**config.mk**
```make
export PLATFORM = sky130hd
export DESIGN_NAME = micro_pipe_chain_flat
export DESIGN_NICKNAME = d
export VERILOG_FILES = /design/src/rtl/micro_pipe_chain_if.sv /design/src/rtl/micro_pipe_chain.sv /design/src/flat_wrapper.sv
export SDC_FILE = /design/constraint.sdc
export NUM_CORES = 1
export LEC_CHECK = 0
export ABC_CLOCK_PERIOD_IN_PS = 4740
export BUFFER_PORTS_ARGS = -buffer_cell sky130_fd_sc_hd__buf_2
export CORE_MARGIN = 5
export CORE_UTILIZATION = 35
export DETAILED_ROUTE_END_ITERATION = 8
export RECOVER_POWER = 50
export SLEW_MARGIN = 20
export SYNTH_ARGS = -nofsm -noshare
export SYNTH_HDL_FRONTEND = slang
export SYNTH_SLANG_ARGS = --single-unit
```
**constraint.sdc**
```tcl
create_clock -name clock -period 4.74 [get_ports clock]
set_input_delay 0 -clock clock [delete_from_list [all_inputs] [get_ports clock]]
set_output_delay 0 -clock clock [all_outputs]
set_load 0.005 [all_outputs]
```
**src/rtl/micro_pipe_chain_if.sv**
```systemverilog
// Handshake bundle between the control-store side, the pipeline and the execute stage.
// Carries stall_count only when MICRO_PIPE_STALL_CNT_EN is defined.
interface micro_pipe_chain_if #(
    parameter int ALU_W  = 4,
    parameter int SH_W   = 2,
    parameter int C_W    = 6,
    parameter int T_W    = 7,
    parameter int STAGES = 2
);
    localparam int CNT_W = $clog2(STAGES + 1);

    logic             in_valid;
    logic             in_ready;
    logic [ALU_W-1:0] in_alu;
    logic [SH_W-1:0]  in_sh;
    logic [C_W-1:0]   in_c;
    logic [T_W-1:0]   in_t;
    logic             flush;
    logic             out_valid;
    logic             out_ready;
    logic [ALU_W-1:0] out_alu;
    logic [SH_W-1:0]  out_sh;
    logic [C_W-1:0]   out_c;
    logic [T_W-1:0]   out_t;
    logic [CNT_W-1:0] occupancy;
`ifdef MICRO_PIPE_STALL_CNT_EN
    logic [15:0]      stall_count;

    modport slave (
        input  in_valid, in_alu, in_sh, in_c, in_t, flush, out_ready,
        output in_ready, out_valid, out_alu, out_sh, out_c, out_t, occupancy, stall_count
    );
    modport master (
        output in_valid, in_alu, in_sh, in_c, in_t, flush, out_ready,
        input  in_ready, out_valid, out_alu, out_sh, out_c, out_t, occupancy, stall_count
    );
`else
    modport slave (
        input  in_valid, in_alu, in_sh, in_c, in_t, flush, out_ready,
        output in_ready, out_valid, out_alu, out_sh, out_c, out_t, occupancy
    );
    modport master (
        output in_valid, in_alu, in_sh, in_c, in_t, flush, out_ready,
        input  in_ready, out_valid, out_alu, out_sh, out_c, out_t, occupancy
    );
`endif
endinterface

```
**src/rtl/micro_pipe_chain.sv**
```systemverilog
// Elastic microinstruction pipeline with bubble squeezing, flush and occupancy count.
// Optional saturating stall counter enabled by MICRO_PIPE_STALL_CNT_EN.
module micro_pipe_chain #(
    parameter int ALU_W  = 4,
    parameter int SH_W   = 2,
    parameter int C_W    = 6,
    parameter int T_W    = 7,
    parameter int STAGES = 2
) (
    input  logic clock,
    input  logic reset_n,
    micro_pipe_chain_if.slave bus
);
    localparam int CNT_W = $clog2(STAGES + 1);
    localparam int PW    = ALU_W + SH_W + C_W + T_W;

    logic [STAGES-1:0] v_reg;
    logic [PW-1:0]     p_reg [STAGES];
    logic [STAGES-1:0] rdy;
    logic [STAGES-1:0] src_v;
    logic [PW-1:0]     src_p [STAGES];
    logic [CNT_W-1:0]  occ_reg;
    logic [CNT_W-1:0]  occ_next;
    logic              in_ready;
    logic              out_valid;
    logic              in_xfer;
    logic              out_xfer;

    // A stage can take new data if it is empty or the stage below it is moving.
    always_comb begin
        rdy = '0;
        rdy[STAGES-1] = bus.out_ready | ~v_reg[STAGES-1];
        for (int k = STAGES - 2; k >= 0; k--) begin
            rdy[k] = rdy[k+1] | ~v_reg[k];
        end
    end

    generate
        for (genvar gi = 0; gi < STAGES; gi++) begin : g_src
            if (gi == 0) begin : g_head
                assign src_v[gi] = bus.in_valid;
                assign src_p[gi] = {bus.in_alu, bus.in_sh, bus.in_c, bus.in_t};
            end else begin : g_body
                assign src_v[gi] = v_reg[gi-1];
                assign src_p[gi] = p_reg[gi-1];
            end
        end
    endgenerate

    assign in_ready  = rdy[0] & ~bus.flush;
    assign out_valid = v_reg[STAGES-1] & ~bus.flush;
    assign in_xfer   = bus.in_valid & in_ready;
    assign out_xfer  = out_valid & bus.out_ready;

    always_comb begin
        occ_next = occ_reg;
        if (in_xfer && !out_xfer) begin
            occ_next = occ_reg + CNT_W'(1);
        end else if (!in_xfer && out_xfer) begin
            occ_next = occ_reg - CNT_W'(1);
        end
    end

    // Payload only reloads from a valid source so emptied stages keep stale data.
    always_ff @(posedge clock or negedge reset_n) begin
        if (!reset_n) begin
            v_reg   <= '0;
            occ_reg <= '0;
            for (int k = 0; k < STAGES; k++) begin
                p_reg[k] <= '0;
            end
        end else if (bus.flush) begin
            v_reg   <= '0;
            occ_reg <= '0;
        end else begin
            occ_reg <= occ_next;
            for (int k = 0; k < STAGES; k++) begin
                if (rdy[k]) begin
                    v_reg[k] <= src_v[k];
                    if (src_v[k]) begin
                        p_reg[k] <= src_p[k];
                    end
                end
            end
        end
    end

    assign bus.in_ready  = in_ready;
    assign bus.out_valid = out_valid;
    assign bus.occupancy = occ_reg;
    assign {bus.out_alu, bus.out_sh, bus.out_c, bus.out_t} = p_reg[STAGES-1];

`ifdef MICRO_PIPE_STALL_CNT_EN
    logic [15:0] stall_reg;

    always_ff @(posedge clock or negedge reset_n) begin
        if (!reset_n) begin
            stall_reg <= '0;
        end else if (out_valid && !bus.out_ready && stall_reg != 16'hFFFF) begin
            stall_reg <= stall_reg + 16'd1;
        end
    end

    assign bus.stall_count = stall_reg;
`endif

endmodule

```
**src/flat_wrapper.sv**
```systemverilog
// flat-port wrapper written by rule: the top's interface ports become plain ports
module micro_pipe_chain_flat 
#(
    parameter int ALU_W  = 4,
    parameter int SH_W   = 2,
    parameter int C_W    = 6,
    parameter int T_W    = 7,
    parameter int STAGES = 2
)
  (clock, reset_n, bus_in_valid, bus_in_alu, bus_in_sh, bus_in_c, bus_in_t, bus_flush, bus_out_ready, bus_in_ready, bus_out_valid, bus_out_alu, bus_out_sh, bus_out_c, bus_out_t, bus_occupancy);
  micro_pipe_chain_if #(.ALU_W(ALU_W), .SH_W(SH_W), .C_W(C_W), .T_W(T_W), .STAGES(STAGES)) bus_i ();
  input  logic clock;
  input  logic reset_n;
  input wire logic [$bits(bus_i.in_valid)-1:0] bus_in_valid;
  input wire logic [$bits(bus_i.in_alu)-1:0] bus_in_alu;
  input wire logic [$bits(bus_i.in_sh)-1:0] bus_in_sh;
  input wire logic [$bits(bus_i.in_c)-1:0] bus_in_c;
  input wire logic [$bits(bus_i.in_t)-1:0] bus_in_t;
  input wire logic [$bits(bus_i.flush)-1:0] bus_flush;
  input wire logic [$bits(bus_i.out_ready)-1:0] bus_out_ready;
  output wire logic [$bits(bus_i.in_ready)-1:0] bus_in_ready;
  output wire logic [$bits(bus_i.out_valid)-1:0] bus_out_valid;
  output wire logic [$bits(bus_i.out_alu)-1:0] bus_out_alu;
  output wire logic [$bits(bus_i.out_sh)-1:0] bus_out_sh;
  output wire logic [$bits(bus_i.out_c)-1:0] bus_out_c;
  output wire logic [$bits(bus_i.out_t)-1:0] bus_out_t;
  output wire logic [$bits(bus_i.occupancy)-1:0] bus_occupancy;
  assign bus_i.in_valid = bus_in_valid;
  assign bus_i.in_alu = bus_in_alu;
  assign bus_i.in_sh = bus_in_sh;
  assign bus_i.in_c = bus_in_c;
  assign bus_i.in_t = bus_in_t;
  assign bus_i.flush = bus_flush;
  assign bus_i.out_ready = bus_out_ready;
  assign bus_in_ready = bus_i.in_ready;
  assign bus_out_valid = bus_i.out_valid;
  assign bus_out_alu = bus_i.out_alu;
  assign bus_out_sh = bus_i.out_sh;
  assign bus_out_c = bus_i.out_c;
  assign bus_out_t = bus_i.out_t;
  assign bus_occupancy = bus_i.occupancy;
  micro_pipe_chain #(.ALU_W(ALU_W), .SH_W(SH_W), .C_W(C_W), .T_W(T_W), .STAGES(STAGES)) u_core (.clock(clock), .reset_n(reset_n), .bus(bus_i));
endmodule
```
==> results of run 1 <==
==> repair_timing <==
item,4_1_cts,5_1_grt
hold endpoints to repair,63,0
buffers inserted,0,0
hold buffers,23,0
==> stage by stage <==
step | hold WS (ns) | utilization (%) | total power, mW | cells
6_report | 0.206 | 44.9 | 0.920 | 251
2_1_floorplan | -0.296 | - | 0.634 | 127
3_5_place_dp | 0.181 | 38.6 | 0.658 | 220
3_3_place_gp | 0.154 | 38.6 | 0.646 | 220
5_1_grt | 0.230 | 44.9 | 0.978 | 251
4_1_cts | 0.204 | 45.2 | 0.944 | 251
==> worst register-to-register path, cell delays in order (launching register included) <==
cell and delay, ns:
dfrtp_1 0.41, and3b_1 0.22, or3b_4 0.53, a21o_1 0.21, a221o_1 0.34
==> cell families (layout without fill, tap and decap cells) <==
| logic type | count (synthesis) | after routing | share of synthesized area [%] |
|---|---|---|---|
| muxes | 39 | 39 | 24.1 |
| and+or+nand+nor | 18 | 18 | 5.72 |
| DFF | 42 | 42 | 57.9 |
| buffers and inverters | 24 | 78 | 10.4 |
| AOI/OAI and AO/OA | 3 | 3 | 1.38 |
| xor gates and xnor gates | 1 | 1 | 0.483 |
==> area by class of cell <==
type                       instances  area (um^2)
clock inverter                     3         40.0
fill                             493         2800
timing repair buffer              70          452
multi-input combinational         61          581
tap                               70         87.6
clock buffer                       5         68.8
sequential                        42         1050
==> power groups by stage <==
stage / clock [mW] / combinational [mW] / sequential (mW)
global route: 0.295 / 0.199 / 0.484
detailed placement: 0 / 0.177 / 0.481
CTS: 0.278 / 0.191 / 0.475
floorplan: 0 / 0.164 / 0.469
finish: 0.267 / 0.179 / 0.474
global placement: 0 / 0.170 / 0.476
==> worst max path at each step <==
stage / from / end / slack [ns]
5_1_grt: reset_n / u_core.bus.out_t[2]$_DFFE_PN0P_ / 2.08
6_report: reset_n / u_core.bus.occupancy[0]$_DFFE_PN0P_ / 2.62
3_5_place_dp: u_core.v_reg[1]$_DFFE_PN0P_ / u_core.bus.occupancy[1]$_DFFE_PN0P_ / 2.90
3_3_place_gp: u_core.v_reg[0]$_DFFE_PN0P_ / u_core.bus.occupancy[1]$_DFFE_PN0P_ / 2.97
2_1_floorplan: u_core.v_reg[1]$_DFFE_PN0P_ / u_core.bus.out_alu[0]$_DFFE_PN0P_ / 3.14
4_1_cts: u_core.v_reg[1]$_DFFE_PN0P_ / u_core.bus.occupancy[1]$_DFFE_PN0P_ / 2.89
==> metal layers <==
layer,vias to the layer above,GRT usage [%],share of wire (%)
met5,-,0,0
li1,521,-,-
met1,540,11.7,41
met3,5,3.51,7.0
met4,0,3.99,1.1
met2,35,18.7,51
==> layout by cell type (no fill, tap or decap), types with 2 or more instances in the layout <==
master         Yosys  final
mux2_2            38     38
buf_2              1     33
clkinv_2           0      2
dlygate4sd3_1      0     23
and3b_1            2      2
nor2_1             8      8
dfrtp_1           42     42
clkbuf_8           0      5
clkbuf_1           0     13
==> run metrics, run 1 <==
status complete, but fails checks; failing checks max-capacitance violations, max-slew violations; Placer Congestion 0.616; Fin Setup TNS 0 ns; Tot GR Track Use between 10% and 20%; clock sinks 42; global-route wire length before repair 5290 um; hold path depth 4; WL final 3290 um; Post-Synthesis Cells 127; Port Buffers 46; Max Slew Vio Count 43; core area 5070 um^2; Sw Ratio 23.9%; cts bufs inserted 5; root buffer cell clkbuf_8; Final Critical Period 2.12 ns; vias in the first global route 1187; top cells by area, synth dfrtp_1 58%, mux2_2 24%, buf_4 8.3%; sequential area share after synthesis 57.9%; Synth top cells by count 42 x dfrtp_1, 38 x mux2_2, 20 x buf_4; Hold Path Class input port to register; Relative slew margins -43.4%; Die Width 82.0 um; number of flops mapped to enable cells by yosys 0; crit start category input port; crit-path cells dlygate4sd3_1 > clkbuf_1; FP Rows 26; pre-CTS setup slack 2.90 ns; terminus of the critical flop-to-flop path u_core.bus.occupancy[1]$_DFFE_PN0P_; largest net degree at the start of global routing 43; syn_area_per_cell 14.3 um^2; # nets final 204; Starting DRT DRC Count 34; crit-path max FO 42; post-DR wirelength/cell 13.1 um; Synth Warn # 0; design area 2280 um^2; share of post-route cells with drive strength above 1 46.4%; R2R depth 4; Vias/cell 4.39; worst-skew pair later-pin latency about 0.28 ns; drt pass-1 iters 3; count of cell types in the netlist 20; grt total ovfl 0; WS Path Type input port to async pin; initial antenna violation count 0; most used flip-flop cell after synthesis dfrtp_1; ANT nets after route 0; CTS tree done; vias post-DR 1101; fmax 471 MHz; power share of the combinational group 19.4%; num ports between 40 and 50; R2R setup slack 2.91 ns; worst vdd ir 0.000216 V; Die H 82.0 um; most common cell in the netlist dfrtp_1; Worst EP arrival 2.09 ns; Mapped Nets 151; Slew @ Worst Pin 2.15 ns; DRC viols 0; max-cap violation count 1; R2R Path Start u_core.v_reg[0]$_DFFE_PN0P_; internal power 0.701 mW; Power Density 404 nW/um^2; Die ar. 6730 um^2; Max Clock Skew ~0.002 ns; Worst EP required around 4.7 ns; Clock transition at path regs 0.07 ns; post-DP HPWL 2290 um; Seq cells post-synth 42; ys async rst share between 90% and 100%; worst setup margin 2.62 ns; Final setup viols 0; Crit-path slowest cell clkbuf_1; max reg flops 19; net switching power 0.219 mW; Synth-to-Final Area Change 25.6%; initial core utilization 35.8%; Worst Hold Path EP u_core.bus.occupancy[1]$_DFFE_PN0P_; post-synth top area cell dfrtp_1; critical path endpoint category async pin; ant diodes 0; Post-DP Area 1960 um^2; Pleak slightly above 1 nW; crit-path leading delay family buffers and inverters; top-area cell type share of the netlist area approximately 58%; Hold Violations, Final 0; Crit path depth 2; mapped cell area 1820 um^2; Longest Clk Path Bufs 2; Tcrit/Tclk final 44.8%; H-tree depth 2; hold path start bus_out_ready; Flop pwr share ~52%; RSZ-0062 raised after global routing no; Post-CTS Resized 0; worst stage delay on the critical path approximately 1.5 ns; crit path buf inv count 2; Clock power frac 29.0%
Power figures use the tool's default switching activity.
==> run 2: changes to the inputs <==
--- a/config.mk
+++ b/config.mk
@@ -5,7 +5,7 @@
 export SDC_FILE = /design/constraint.sdc
 export NUM_CORES = 1
 export LEC_CHECK = 0
-export ABC_CLOCK_PERIOD_IN_PS = 4740
+export ABC_CLOCK_PERIOD_IN_PS = 2000
 export BUFFER_PORTS_ARGS = -buffer_cell sky130_fd_sc_hd__buf_2
 export CORE_MARGIN = 5
 export CORE_UTILIZATION = 35
==> constraint.sdc (replaced) <==
create_clock -name clock -period 2 [get_ports clock]
set_input_delay 0 -clock clock [delete_from_list [all_inputs] [get_ports clock]]
set_output_delay 0 -clock clock [all_outputs]
set_load 0.005 [all_outputs]
==> run metrics, run 2 (synthesized netlist as in run 1, its figures left out) <==
Max Clock Skew 0.00266 ns (+0.000614 ns); Pleak 1.02 nW (-1.5%); # fillers 513 (+4.1%); Port Buffers 46 (unchanged); Crit-path slowest cell or3b_4; worst vdd ir 0.000565 V (+160%); drt pass-1 iters 2 (-1); Max Slew Vio Count 0 (-100%); Power Density 913 nW/um^2 (+130%); largest net degree at the start of global routing 43 (unchanged); most frequent cells in the layout 42 x dfrtp_1, 38 x mux2_2, 30 x buf_2, 23 x dlygate4sd3_1, 14 x clkbuf_1; ANT nets after route 0 (unchanged); max reg flops 19 (unchanged); DRC viols 0 (unchanged); Worst EP required 2.16 ns (-2.55 ns); clock sinks 42 (unchanged); Fin Setup TNS 0 ns (unchanged); FP Rows 26 (unchanged); Hold Violations, Final 0 (unchanged); root buffer cell clkbuf_8; CTS tree done; Starting DRT DRC Count 20 (-41%); Synth-to-Final Area Change 24.3%; worst stage delay on the critical path 0.49 ns (-1.04 ns); H-tree depth 2 (unchanged); Clock transition at path regs 0.07 ns (about the same); Longest Clk Path Bufs 2 (unchanged); crit-path leading delay family simple AND/OR/NAND/NOR gates; crit-path cells and3b_1 > or3b_4 > a21o_1 > a221o_1; vias post-DR 1100 (-0.091%); Slew @ Worst Pin 1.01 ns (-1.14 ns); Final setup viols 0 (unchanged); crit-path max FO 15 (-64%); Relative slew margins 32.7% (+76 points); total power 2.06 mW (+120%); worst-skew pair later-pin latency 0.28 ns (about the same); RSZ-0062 raised after global routing no; Die ar. 6730 um^2 (unchanged); share of post-route cells with drive strength above 1 44.4% (-2.0 points); Hold Path Class input port to register; Tcrit/Tclk final 88.0%; core area 5070 um^2 (unchanged); most common library cell in the layout ignoring fill and taps dfrtp_1; critical path endpoint category register; fmax 568 MHz; vias in the first global route 1189 (+0.17%); grt total ovfl 0 (unchanged); post-DP HPWL 2340 um (+1.8%); Final Critical Period 1.76 ns; status completed; Die Width 82.0 um (unchanged); ant diodes 0 (unchanged); crit path buf inv count 0 (-2); crit start category register; max-cap violation count 0 (-1); WS Path Type register to register; Tot GR Track Use 10.5% (-0.096 points); Placer Congestion 0.586 (-4.9%); initial antenna violation count 0 (unchanged); Vias/cell 4.40 (+0.31%); # nets final 205 (+0.49%); post-DR wirelength/cell 13.1 um (+0.22%); Die H 82.0 um (unchanged); WL final 3280 um (-0.18%); initial core utilization 35.8% (unchanged); Worst EP arrival 1.92 ns (-0.17 ns); cts bufs inserted 5 (unchanged); num ports 47 (unchanged); global-route wire length before repair 5290 um (-0.13%)
==> run 2: changes by cell type in the layout (fill, tap and decap cells not counted), sizes merged <==
| cell | before | now |
|---|---|---|
| bufinv | 1 | 0 |
| buf | 34 | 33 |
| clkinv | 2 | 0 |
| clkbuf | 18 | 21 |
==> run 2: timing repair <==
| action | CTS | global route |
|---|---|---|
| resized for setup | 0 | 0 |
| hold buffers | 23 | 0 |
| setup buffers | 0 | 0 |
| endpoints found under the hold margin | 64 | 0 |
==> run 2: path summary, 6_finish.rpt <==
check                                             start                                   to  slack (ns)  cells after the start
setup / recovery            u_core.v_reg[0]$_DFFE_PN0P_  u_core.bus.occupancy[1]$_DFFE_PN0P_        0.24                      4
hold / removal                            bus_out_ready  u_core.bus.occupancy[1]$_DFFE_PN0P_        0.21                      4
setup reg to reg            u_core.v_reg[0]$_DFFE_PN0P_  u_core.bus.occupancy[1]$_DFFE_PN0P_        0.24                      4
hold reg to reg            u_core.p_reg[24]$_DFFE_PN0P_      u_core.bus.out_t[5]$_DFFE_PN0P_        0.50                      1
max in group asynchronous                       reset_n  u_core.bus.occupancy[1]$_DFFE_PN0P_        0.94                      2
min in group asynchronous                       reset_n      u_core.bus.out_c[4]$_DFFE_PN0P_        0.43                      2
==> run 2: layout make-up <==
cell class	count	area [um^2]	area share (%)
Timing Repair Buffer	71	457	20.2
Sequential cell	42	1050	46.6
Tap cell	70	87.6	3.88
Clock buffer	6	82.6	3.66
Multi-Input combinational cell	61	579	25.7
==> run 2: metal layers <==
layer | wire [um] | part of all wire, % | up-vias | track usage [%]
li1 | - | - | 522 | -
met1 | 1380 | 42 | 544 | 12.3
met2 | 1670 | 51 | 34 | 17.9
met3 | 232 | 7.1 | 0 | 3.29
met4 | 0 | 0 | 0 | 3.99
met5 | 0 | 0 | - | 0
==> run 2: power breakdown <==
group	internal, mW	switching [mW]
logic	0.260	0.159
clock network	0.266	0.250
registers	1.03	0.0927
total	1.56	0.502
==> run 2: metrics by stage <==
| step | utilization (%) | cell area (um^2) | instances | hold slack [ns] | setup WS [ns] |
|---|---|---|---|---|---|
| global route | 44.5 | 2260 | 250 | 0.219 | 0.155 |
| finish | 44.5 | 2260 | 250 | 0.208 | 0.240 |
| detailed placement | 38.7 | 1960 | 221 | 0.190 | 0.246 |
| global placement | 38.7 | 1960 | 221 | 0.167 | 0.292 |
| CTS | 44.9 | 2280 | 250 | 0.203 | 0.236 |
| floorplan | - | 1820 | 127 | -0.296 | 0.404 |
==> run 2: worst register-to-register path, delay by kind of cell, from the launching register on <==
family	cells	cell delay [ns]
flip-flops	1	0.41
AO/OA/AOI/OAI	2	0.53
AND/OR/NAND/NOR	2	0.71
==> run 3: changes to the inputs <==
--- a/config.mk
+++ b/config.mk
@@ -8,7 +8,7 @@
 export ABC_CLOCK_PERIOD_IN_PS = 2000
 export BUFFER_PORTS_ARGS = -buffer_cell sky130_fd_sc_hd__buf_2
 export CORE_MARGIN = 5
-export CORE_UTILIZATION = 35
+export CORE_UTILIZATION = 30
 export DETAILED_ROUTE_END_ITERATION = 8
 export RECOVER_POWER = 50
 export SLEW_MARGIN = 20
==> run metrics, run 3 (synthesized netlist as in run 1, its figures left out) <==
worst setup margin 0.268 ns (+0.0288 ns); post-DR wirelength/cell 12.9 um (-1.6%); max reg flops 19 (unchanged); R2R setup slack 0.27 ns (+0.03 ns); ANT nets after route 0 (unchanged); worst setup path start u_core.v_reg[0]$_DFFE_PN0P_; Tot GR Track Use 9.22% (-1.3 points); num ports 47 (unchanged); Relative slew margins 38.3% (+5.6 points); R2R Path Start u_core.v_reg[0]$_DFFE_PN0P_; Port Buffers 46 (unchanged); grt total ovfl 0 (unchanged); terminus of the critical flop-to-flop path u_core.bus.occupancy[1]$_DFFE_PN0P_; Pleak 1.05 nW (+2.8%); initial antenna violation count 0 (unchanged); Hold Violations, Final 0 (unchanged); Die H 87.8 um (+7.0%); Worst EP required 2.17 ns (about the same); Tcrit/Tclk final 86.6% (-1.4 points); initial core utilization 30.8% (-4.9 points); Power Density 955 nW/um^2 (+4.7%); CTS tree done; WL final 3330 um (+1.6%); cts bufs inserted 5 (unchanged); Clock transition at path regs 0.08 ns (about the same); crit-path max FO 12 (-3); core area 5890 um^2 (+16%); pre-CTS setup slack 0.284 ns (+0.0384 ns); ant diodes 0 (unchanged); Final setup viols 0 (unchanged); Longest Clk Path Bufs 2 (unchanged); fmax 577 MHz (+1.7%); R2R depth 4 (unchanged); H-tree depth 2 (unchanged); RSZ-0062 raised after global routing no; global-route wire length before repair 5390 um (+1.9%); FP Rows 28 (+7.7%); DRC viols 0 (unchanged); non-filler cells in the finished layout 258 (+3.2%); Placer Congestion 0.691 (+18%); clock sinks 42 (unchanged); Fin Setup TNS 0 ns (unchanged); worst vdd ir 0.000321 V (-43%); total power 2.21 mW (+7.5%); # nets final 207 (+0.98%); Hold Path Class input port to register; # fillers 576 (+12%); crit start category register; worst-skew pair later-pin latency 0.28 ns (about the same); Fin Hold WS 0.192 ns (-0.0156 ns); drt pass-1 iters 4 (+2); Final Critical Period 1.73 ns (-0.0288 ns); Max Clock Skew 0.00770 ns (+0.00504 ns); most frequent cells in the layout 42 x dfrtp_1, 38 x mux2_2, 33 x buf_2, 23 x dlygate4sd3_1, 14 x clkbuf_1; largest net degree at the start of global routing 20 (-53%); vias in the first global route 1157 (-2.7%); vias post-DR 1087 (-1.2%); hold path start bus_out_ready; Worst Hold Path EP u_core.bus.occupancy[1]$_DFFE_PN0P_; max-cap violation count 0 (unchanged); Die ar. 7710 um^2 (+15%); Synth-to-Final Area Change 27.7%; Worst EP arrival 1.91 ns (about the same); root buffer cell clkbuf_8; share of post-route cells with drive strength above 1 46.4% (+2.0 points); Cells after DPL 228 (+3.2%); Slew @ Worst Pin 0.926 ns (-0.0842 ns); critical path endpoint category register; Max Slew Vio Count 0 (unchanged); Starting DRT DRC Count 10 (-50%); Vias/cell 4.21 (-4.2%); most common library cell in the layout ignoring fill and taps dfrtp_1; status completed; Die Width 87.8 um (+7.0%); post-DP HPWL 2360 um (+1.2%); hold path depth 4 (unchanged); WS Path Type register to register
-- run 3: power breakdown --
group	total [mW]	internal (mW)	switching [mW]
logic	0.429	0.266	0.163
clock network	0.665	0.399	0.265
registers	1.12	1.03	0.0901
total	2.21	1.70	0.519
-- run 3: what timing repair did --
item,in CTS,in global routing
setup buffers,0,0
hold endpoints to repair,41,0
resized for setup,0,0
hold buffers,23,0
-- run 3: stage by stage --
stage,utilization (%),cell area [um^2]
after floorplan,-,1820
after global placement,33.9,2000
after detailed placement,33.9,2000
after CTS,39.8,2340
after global routing,39.4,2320
final,39.4,2320
-- run 3: worst max-delay path by stage --
| stage | endpoint | slack (ns) | cells past startpoint |
|---|---|---|---|
| floorplan | u_core.bus.out_alu[0]$_DFFE_PN0P_ | 0.40 | 5 |
| global placement | u_core.bus.occupancy[1]$_DFFE_PN0P_ | 0.30 | 4 |
| detailed placement | u_core.bus.occupancy[1]$_DFFE_PN0P_ | 0.28 | 4 |
| CTS | u_core.p_reg[31]$_DFFE_PN0P_ | 0.26 | 4 |
| global route | u_core.p_reg[31]$_DFFE_PN0P_ | 0.20 | 4 |
| finish | u_core.bus.occupancy[1]$_DFFE_PN0P_ | 0.27 | 4 |
-- run 3: final cells by class --
class / instances / area, um^2 / area share, %
flip-flops and latches: 42 / 1050 / 45.3
multi-input cells: 61 / 581 / 25.0
repair buffers: 73 / 480 / 20.7
well taps: 75 / 93.8 / 4.05
clock buffers: 6 / 82.6 / 3.56
clock inverters: 1 / 30.0 / 1.30
-- run 3: worst max-delay path, cell delays in order (launching register included) --
cell and delay, ns:
dfrtp_1 0.41, and3b_1 0.22, or3b_4 0.48, a21o_1 0.19, a221o_1 0.33
-- run 3: per-layer routing --
| metal | GRT usage, % | part of all wire (%) | up-vias |
|---|---|---|---|
| met3 | 2.54 | 6.1 | 2 |
| met5 | 0 | 0 | - |
| met4 | 4.18 | 1.1 | 0 |
| met1 | 11.7 | 46 | 525 |
| met2 | 14.6 | 47 | 34 |
| li1 | - | - | 526 |
